===== config.mk =====
export PLATFORM = sky130hd
export DESIGN_NAME = snn_syn_mac_flat
export DESIGN_NICKNAME = d
export VERILOG_FILES = /design/src/rtl/snn_syn_mac_if.sv /design/src/rtl/snn_syn_mac.sv /design/src/flat_wrapper.sv
export SDC_FILE = /design/constraint.sdc
export NUM_CORES = 1
export LEC_CHECK = 0
export BUFFER_PORTS_ARGS = -buffer_cell sky130_fd_sc_hd__buf_2
export CAP_MARGIN = 20
export CORE_MARGIN = 4
export CORE_UTILIZATION = 49
export CTS_BUF_LIST = sky130_fd_sc_hd__clkbuf_16
export CTS_CLUSTER_DIAMETER = 40
export DETAILED_ROUTE_END_ITERATION = 16
export GPL_ROUTABILITY_DRIVEN = 0
export PLACE_DENSITY = 0.66
export SLEW_MARGIN = 10
export SYNTH_ARGS = -nofsm -noshare
export SYNTH_HDL_FRONTEND = slang
export SYNTH_SLANG_ARGS = --single-unit

===== constraint.sdc =====
create_clock -name clk -period 4.4 [get_ports clk]
set_input_delay 0.88 -clock clk [delete_from_list [all_inputs] [get_ports clk]]
set_output_delay 0.88 -clock clk [all_outputs]
set_load 0.005 [all_outputs]

===== src/rtl/snn_syn_mac_if.sv =====
// Handshake/bus bundle between the synaptic MAC stage and its controller and downstream neuron.
// The master drives start/spikes/weight writes/ready; the slave returns the result and status.
interface snn_syn_mac_if #(
    parameter int N_IN  = 16,
    parameter int W_W   = 8,
    parameter int OUT_W = 8
);
    localparam int AW = $clog2(N_IN);

    logic                    start;
    logic [N_IN-1:0]         spk_in;
    logic                    wr_en;
    logic [AW-1:0]           wr_addr;
    logic signed [W_W-1:0]   wr_data;
    logic                    mac_ready;
    logic signed [OUT_W-1:0] mac_out;
    logic                    mac_valid;
    logic                    busy;
    logic                    wr_err;

    modport master (
        output start, spk_in, wr_en, wr_addr, wr_data, mac_ready,
        input  mac_out, mac_valid, busy, wr_err
    );

    modport slave (
        input  start, spk_in, wr_en, wr_addr, wr_data, mac_ready,
        output mac_out, mac_valid, busy, wr_err
    );
endinterface


===== src/rtl/snn_syn_mac.sv =====
// Serial synaptic multiply-accumulate: one synapse per clock, signed result handed off via valid/ready.
// Build option SYN_MAC_SAT_EN: saturate the result to OUT_W bits instead of wrapping.
module snn_syn_mac #(
    parameter int N_IN  = 16,
    parameter int W_W   = 8,
    parameter int OUT_W = 8
) (
    input  logic         clk,
    input  logic         rst,
    snn_syn_mac_if.slave bus
);
    localparam int AW    = $clog2(N_IN);
    localparam int ACC_W = W_W + AW + 1;

    localparam logic [1:0] ST_IDLE  = 2'd0;
    localparam logic [1:0] ST_ACCUM = 2'd1;
    localparam logic [1:0] ST_HOLD  = 2'd2;

    localparam logic [AW-1:0] LAST_IDX = AW'(N_IN - 1);

`ifdef SYN_MAC_SAT_EN
    localparam logic signed [ACC_W-1:0] SAT_MAX = ACC_W'((2 ** (OUT_W - 1)) - 1);
    localparam logic signed [ACC_W-1:0] SAT_MIN = -SAT_MAX - ACC_W'(1'b1);

    function automatic logic signed [OUT_W-1:0] reduce(input logic signed [ACC_W-1:0] a);
        if (a > SAT_MAX) begin
            return OUT_W'(SAT_MAX);
        end else if (a < SAT_MIN) begin
            return OUT_W'(SAT_MIN);
        end else begin
            return OUT_W'(a);
        end
    endfunction
`else
    function automatic logic signed [OUT_W-1:0] reduce(input logic signed [ACC_W-1:0] a);
        return OUT_W'(a);
    endfunction
`endif

    logic [1:0]              state_q, state_d;
    logic [AW-1:0]           idx_q, idx_d;
    logic signed [ACC_W-1:0] acc_q, acc_d;
    logic [N_IN-1:0]         snap_q, snap_d;
    logic signed [OUT_W-1:0] out_q, out_d;
    logic                    valid_q, valid_d;
    logic                    busy_q, busy_d;
    logic                    wr_err_q, wr_err_d;
    logic signed [W_W-1:0]   w_q [N_IN];

    logic                    we_s;
    logic signed [W_W-1:0]   w_cur_s;
    logic signed [ACC_W-1:0] term_s;
    logic signed [ACC_W-1:0] acc_sum_s;

    assign we_s      = bus.wr_en && (state_q != ST_ACCUM);
    assign w_cur_s   = w_q[idx_q];
    assign term_s    = snap_q[idx_q] ? {{(ACC_W - W_W){w_cur_s[W_W-1]}}, w_cur_s} : '0;
    assign acc_sum_s = acc_q + term_s;

    // Weight bank: writes land only outside ACCUM; addresses beyond N_IN are discarded.
    always_ff @(posedge clk) begin
        if (rst) begin
            for (int i = 0; i < N_IN; i++) begin
                w_q[i] <= '0;
            end
        end else if (we_s && (int'(bus.wr_addr) < N_IN)) begin
            w_q[bus.wr_addr] <= bus.wr_data;
        end
    end

    // Next-state logic for the IDLE/ACCUM/HOLD sequencer and its datapath registers.
    always_comb begin
        state_d  = state_q;
        idx_d    = idx_q;
        acc_d    = acc_q;
        snap_d   = snap_q;
        out_d    = out_q;
        valid_d  = valid_q;
        busy_d   = busy_q;
        wr_err_d = bus.wr_en && (state_q == ST_ACCUM);
        case (state_q)
            ST_IDLE: begin
                if (bus.start) begin
                    state_d = ST_ACCUM;
                    snap_d  = bus.spk_in;
                    acc_d   = '0;
                    idx_d   = '0;
                    busy_d  = 1'b1;
                end else begin
                    state_d = ST_IDLE;
                end
            end
            ST_ACCUM: begin
                acc_d = acc_sum_s;
                if (idx_q == LAST_IDX) begin
                    state_d = ST_HOLD;
                    idx_d   = '0;
                    out_d   = reduce(acc_sum_s);
                    valid_d = 1'b1;
                end else begin
                    state_d = ST_ACCUM;
                    idx_d   = idx_q + AW'(1'b1);
                end
            end
            ST_HOLD: begin
                if (valid_q && bus.mac_ready) begin
                    state_d = ST_IDLE;
                    valid_d = 1'b0;
                    busy_d  = 1'b0;
                end else begin
                    state_d = ST_HOLD;
                end
            end
            default: begin
                state_d = ST_IDLE;
                valid_d = 1'b0;
                busy_d  = 1'b0;
            end
        endcase
    end

    // State and output registers; reset aborts any run in progress.
    always_ff @(posedge clk) begin
        if (rst) begin
            state_q  <= ST_IDLE;
            idx_q    <= '0;
            acc_q    <= '0;
            snap_q   <= '0;
            out_q    <= '0;
            valid_q  <= 1'b0;
            busy_q   <= 1'b0;
            wr_err_q <= 1'b0;
        end else begin
            state_q  <= state_d;
            idx_q    <= idx_d;
            acc_q    <= acc_d;
            snap_q   <= snap_d;
            out_q    <= out_d;
            valid_q  <= valid_d;
            busy_q   <= busy_d;
            wr_err_q <= wr_err_d;
        end
    end

    assign bus.mac_out   = out_q;
    assign bus.mac_valid = valid_q;
    assign bus.busy      = busy_q;
    assign bus.wr_err    = wr_err_q;
endmodule


===== src/flat_wrapper.sv =====
// flat-port wrapper written by rule: the top's interface ports become plain ports
module snn_syn_mac_flat 
#(
    parameter int N_IN  = 16,
    parameter int W_W   = 8,
    parameter int OUT_W = 8
)
  (clk, rst, bus_start, bus_spk_in, bus_wr_en, bus_wr_addr, bus_wr_data, bus_mac_ready, bus_mac_out, bus_mac_valid, bus_busy, bus_wr_err);
  snn_syn_mac_if #(.N_IN(N_IN), .W_W(W_W), .OUT_W(OUT_W)) bus_i ();
  input  logic clk;
  input  logic rst;
  input wire logic [$bits(bus_i.start)-1:0] bus_start;
  input wire logic [$bits(bus_i.spk_in)-1:0] bus_spk_in;
  input wire logic [$bits(bus_i.wr_en)-1:0] bus_wr_en;
  input wire logic [$bits(bus_i.wr_addr)-1:0] bus_wr_addr;
  input wire logic [$bits(bus_i.wr_data)-1:0] bus_wr_data;
  input wire logic [$bits(bus_i.mac_ready)-1:0] bus_mac_ready;
  output wire logic [$bits(bus_i.mac_out)-1:0] bus_mac_out;
  output wire logic [$bits(bus_i.mac_valid)-1:0] bus_mac_valid;
  output wire logic [$bits(bus_i.busy)-1:0] bus_busy;
  output wire logic [$bits(bus_i.wr_err)-1:0] bus_wr_err;
  assign bus_i.start = bus_start;
  assign bus_i.spk_in = bus_spk_in;
  assign bus_i.wr_en = bus_wr_en;
  assign bus_i.wr_addr = bus_wr_addr;
  assign bus_i.wr_data = bus_wr_data;
  assign bus_i.mac_ready = bus_mac_ready;
  assign bus_mac_out = bus_i.mac_out;
  assign bus_mac_valid = bus_i.mac_valid;
  assign bus_busy = bus_i.busy;
  assign bus_wr_err = bus_i.wr_err;
  snn_syn_mac #(.N_IN(N_IN), .W_W(W_W), .OUT_W(OUT_W)) u_core (.clk(clk), .rst(rst), .bus(bus_i));
endmodule

==> run_results.csv <==
group,metric,value,unit
run_status,status,"completed",
hold_path,hold_class,"reg2reg",
placement,place_area,8406,um^2
power,peakVddDrop,0.0002758,V
yosys,syn_avg_cell_area,13.33,um^2
critical_path,critical_path_buf_inv_count,0,
global_routing,grt_util_met3,4.755,%
placement,port_buffers,43,
timing,slew_headroom,29.10,%
timing,setup_tns,0,ns
power,p_leak,3.386,nW
routing,post_drt_wl_per_cell,19.70,um
yosys,synth_top_area_share,48.39,%
yosys,synth-async-reset-ratio,0,%
clock_tree,htree_levels,4,
yosys,syn-instance-count,596,
critical_path,crit_path_max_fanout,8,
critical_path,reg2reg_from,"u_core.idx_q[0]",
timing,worst_pin_slew,1.059,ns
die,die_width,135.3,um
critical_path,arrival,4.04,ns
final_layout,fin_cells,871,
timing,finalHoldViolCount,0,
power,power.switching,0.7790,mW
power,p_sw_share,22.36,%
critical_path,end_kind,"register",
final_layout,design_area,8956,um^2
die,die_h,135.3,um
final_layout,drive_above_1_share,22.44,%
yosys,synth_ff_type,"edfxtp_1",
yosys,synth_cell_types,46,
timing,skew,0.01302,ns
global_routing,grt_max_degree,62,
global_routing,grt_use_met2,31.94,%
power,p_int,2.704,mW
timing,fin_crit_sh,85.35,%
clock_tree,root_buffer,"clkbuf_16",
routing,drt_iter0_markers,375,
critical_path,path_class,"reg2reg",
clock_tree,cts_buffer_depth,2,
global_routing,antenna_found_initial,0,
final_layout,regArea,4746,um^2
clock_tree,numCtsBuffers,17,
clock_tree,cts_hold_buffers,0,
critical_path,cp.required,4.68,ns
hold_path,min_from,"u_core.bus.mac_out[4]",
global_routing,grt_use_met1,27.00,%
yosys,synth_area_leaders,"edfxtp_1 48%, dfxtp_1 11%, mux4_2 11%",
critical_path,cp_slowest_cell,"mux4_1",
timing,setup_viol,0,
clock_tree,cts_tree,"yes",
timing,rsz0062_at_grt,"no",
critical_path,cp_common_cell,"a21oi_1",
critical_path,crit_chain,"mux4_1 > mux2_2 > mux2i_1 > and2b_1 > ha_1 > fa_1 > a21o_1 > a21oi_1 > o21bai_1 > a21oi_1 > xor2_1 > o31ai_1",
final_layout,final_cell_mix,"128 x and2_1, 128 x edfxtp_1, 50 x nand2_1",
power,design_power_total,3.483,mW
timing,fmax,0.2663,GHz
critical_path,critical_path.top_delay_family,"multiplexers",
power,pwr-share-comb,6.7,%
final_layout,area_delta_synth_final,12.74,%
clock_tree,cts_resized,0,
die,core_area,15890,um^2
global_routing,grt_pass1_vias,4850,
routing,drt_first_pass_iters,5,
die,ios,44,
yosys,ys_ff_latch,173,
global_routing,grt_pass1_wl,27010,um
global_routing,grtUsageTotal,19.73,%
die,die_area,18310,um^2
yosys,syn-num-nets,638,
routing,drt_wl_total,17160,um
global_routing,grt.overflow.total,0,
critical_path,slowest_delay,0.60,ns
routing,drc,0,
yosys,synthesis.area,7944,um^2
final_layout,fillers,1325,
power,pwr-share-seq,52.7,%
final_layout,fin_nets,684,
power,powerDensity,388.9,nW/um^2
die,rows,46,
clock_tree,postCtsSetupRepairBufs,0,
placement,hpwl,12050,um
die,initial_core_util,50.01,%
placement,dp.cells,839,
flow_run,drv_cap,0,
final_layout,antenna_cells,0,
critical_path,cp-startpoint,"u_core.idx_q[0]",
yosys,synth_top_area_cell,"edfxtp_1",
critical_path,r2r_slack,0.64,ns
final_layout,multi_input_area,3043,um^2
clock_tree,worstSkewPairLatency,0.44,ns
clock_tree,clock_sinks,173,
routing,vias,4877,
routing,via_per_inst,5.599,
global_routing,busiest_layer,"met2",
routing,ant_nets,0,
yosys,synth_edf_count,128,
timing,post-route-min-period,3.755,ns
yosys,yosysWarnings,0,
clock_tree,clk_pin_slew,0.06,ns
power,power.share.clock,40.6,%
timing,final_max_slew_viol_count,0,
critical_path,cp-start-kind,"register",
yosys,ys_seq_area_share,59.73,%
logic make-up (layout without fill, tap and decap cells):
logic type	Yosys count	in the layout	synth area share, %
buffers and inverters	36	95	2.032
adders and majority gates	9	9	1.512
and+or+nand+nor	264	264	18.51
xor gates and xnor gates	5	5	0.5514
DFF	173	173	59.73
AOI/OAI and AO/OA	60	60	4.536
muxes	49	49	13.14
area by class of cell:
| cell class | count | share of cell area, % |
|---|---|---|
| clock buffers | 18 | 5.029 |
| inverters | 5 | 0.2096 |
| repair buffers | 58 | 3.660 |
| well taps | 216 | 3.018 |
| flip-flops and latches | 173 | 52.99 |
| multi-input cells | 387 | 33.98 |
| clock inverters | 14 | 1.118 |
tightest hold or removal path, delay by kind of cell, from the launching register on:
family	cells	cell delay, ns
AO/OA/AOI/OAI	1	0.05
flip-flops	1	0.31
AND/OR/NAND/NOR	1	0.05
path summary, 6_finish.rpt:
path	to	depth (start not counted)
setup / recovery	u_core.acc_q[6]	12
hold reg to reg	u_core.bus.mac_out[4]	2
setup reg to reg	u_core.acc_q[6]	12
hold / removal	u_core.bus.mac_out[4]	2
state kept, by name (all words and copies together) (netlist names), named ones only:
register	flops
u_core.bus.mac_out	8
u_core.snap_q	16
u_core.bus.mac_valid	1
u_core.acc_q	8
u_core.idx_q	4
u_core.state_q	2
u_core.w_q	128
u_core.bus.wr_err	1
u_core.bus.busy	1
metrics by stage:
| stage | util (%) | worst slack (ns) | hold slack, ns |
|---|---|---|---|
| 6_report | 56.38 | 0.6448 | 0.4536 |
| 5_1_grt | 56.38 | 0.4620 | 0.4735 |
| 4_1_cts | 56.38 | 0.6687 | 0.4566 |
| 3_5_place_dp | 52.91 | 0.7264 | 0.4480 |
| 3_3_place_gp | 52.91 | 0.7628 | 0.4425 |
| 2_1_floorplan | - | 0.6971 | 0.4315 |
metal layers:
metal  wire length [um]  part of all wire [%]
met1               7336                    43
met5                  0                     0
met3               1148                   6.7
met2               8375                    49
met4                299                   1.7
power by group through the flow:
stage               sequential, mW  clock, mW  combinational [mW]
finish                        1.83       1.41               0.234
CTS                           1.83       1.43               0.237
detailed placement            1.87          0               0.235
global placement              1.87          0               0.230
global route                  1.84       1.50               0.254
floorplan                     1.85          0               0.165
cell usage after synthesis (all sizes together), types with 3 or more instances:
cell type	instances
dfxtp	45
and2	128
nor2	26
nand3	9
inv	5
edfxtp	128
clkbuf	24
a21oi	38
o21ai	7
nand2	50
xnor2	3
o31ai	4
mux2i	3
buf	7
and2b	7
ha	8
nand3b	8
nor3	6
nand2b	3
mux4	43
or2	16
mux2	3
Power figures use the tool's default switching activity.
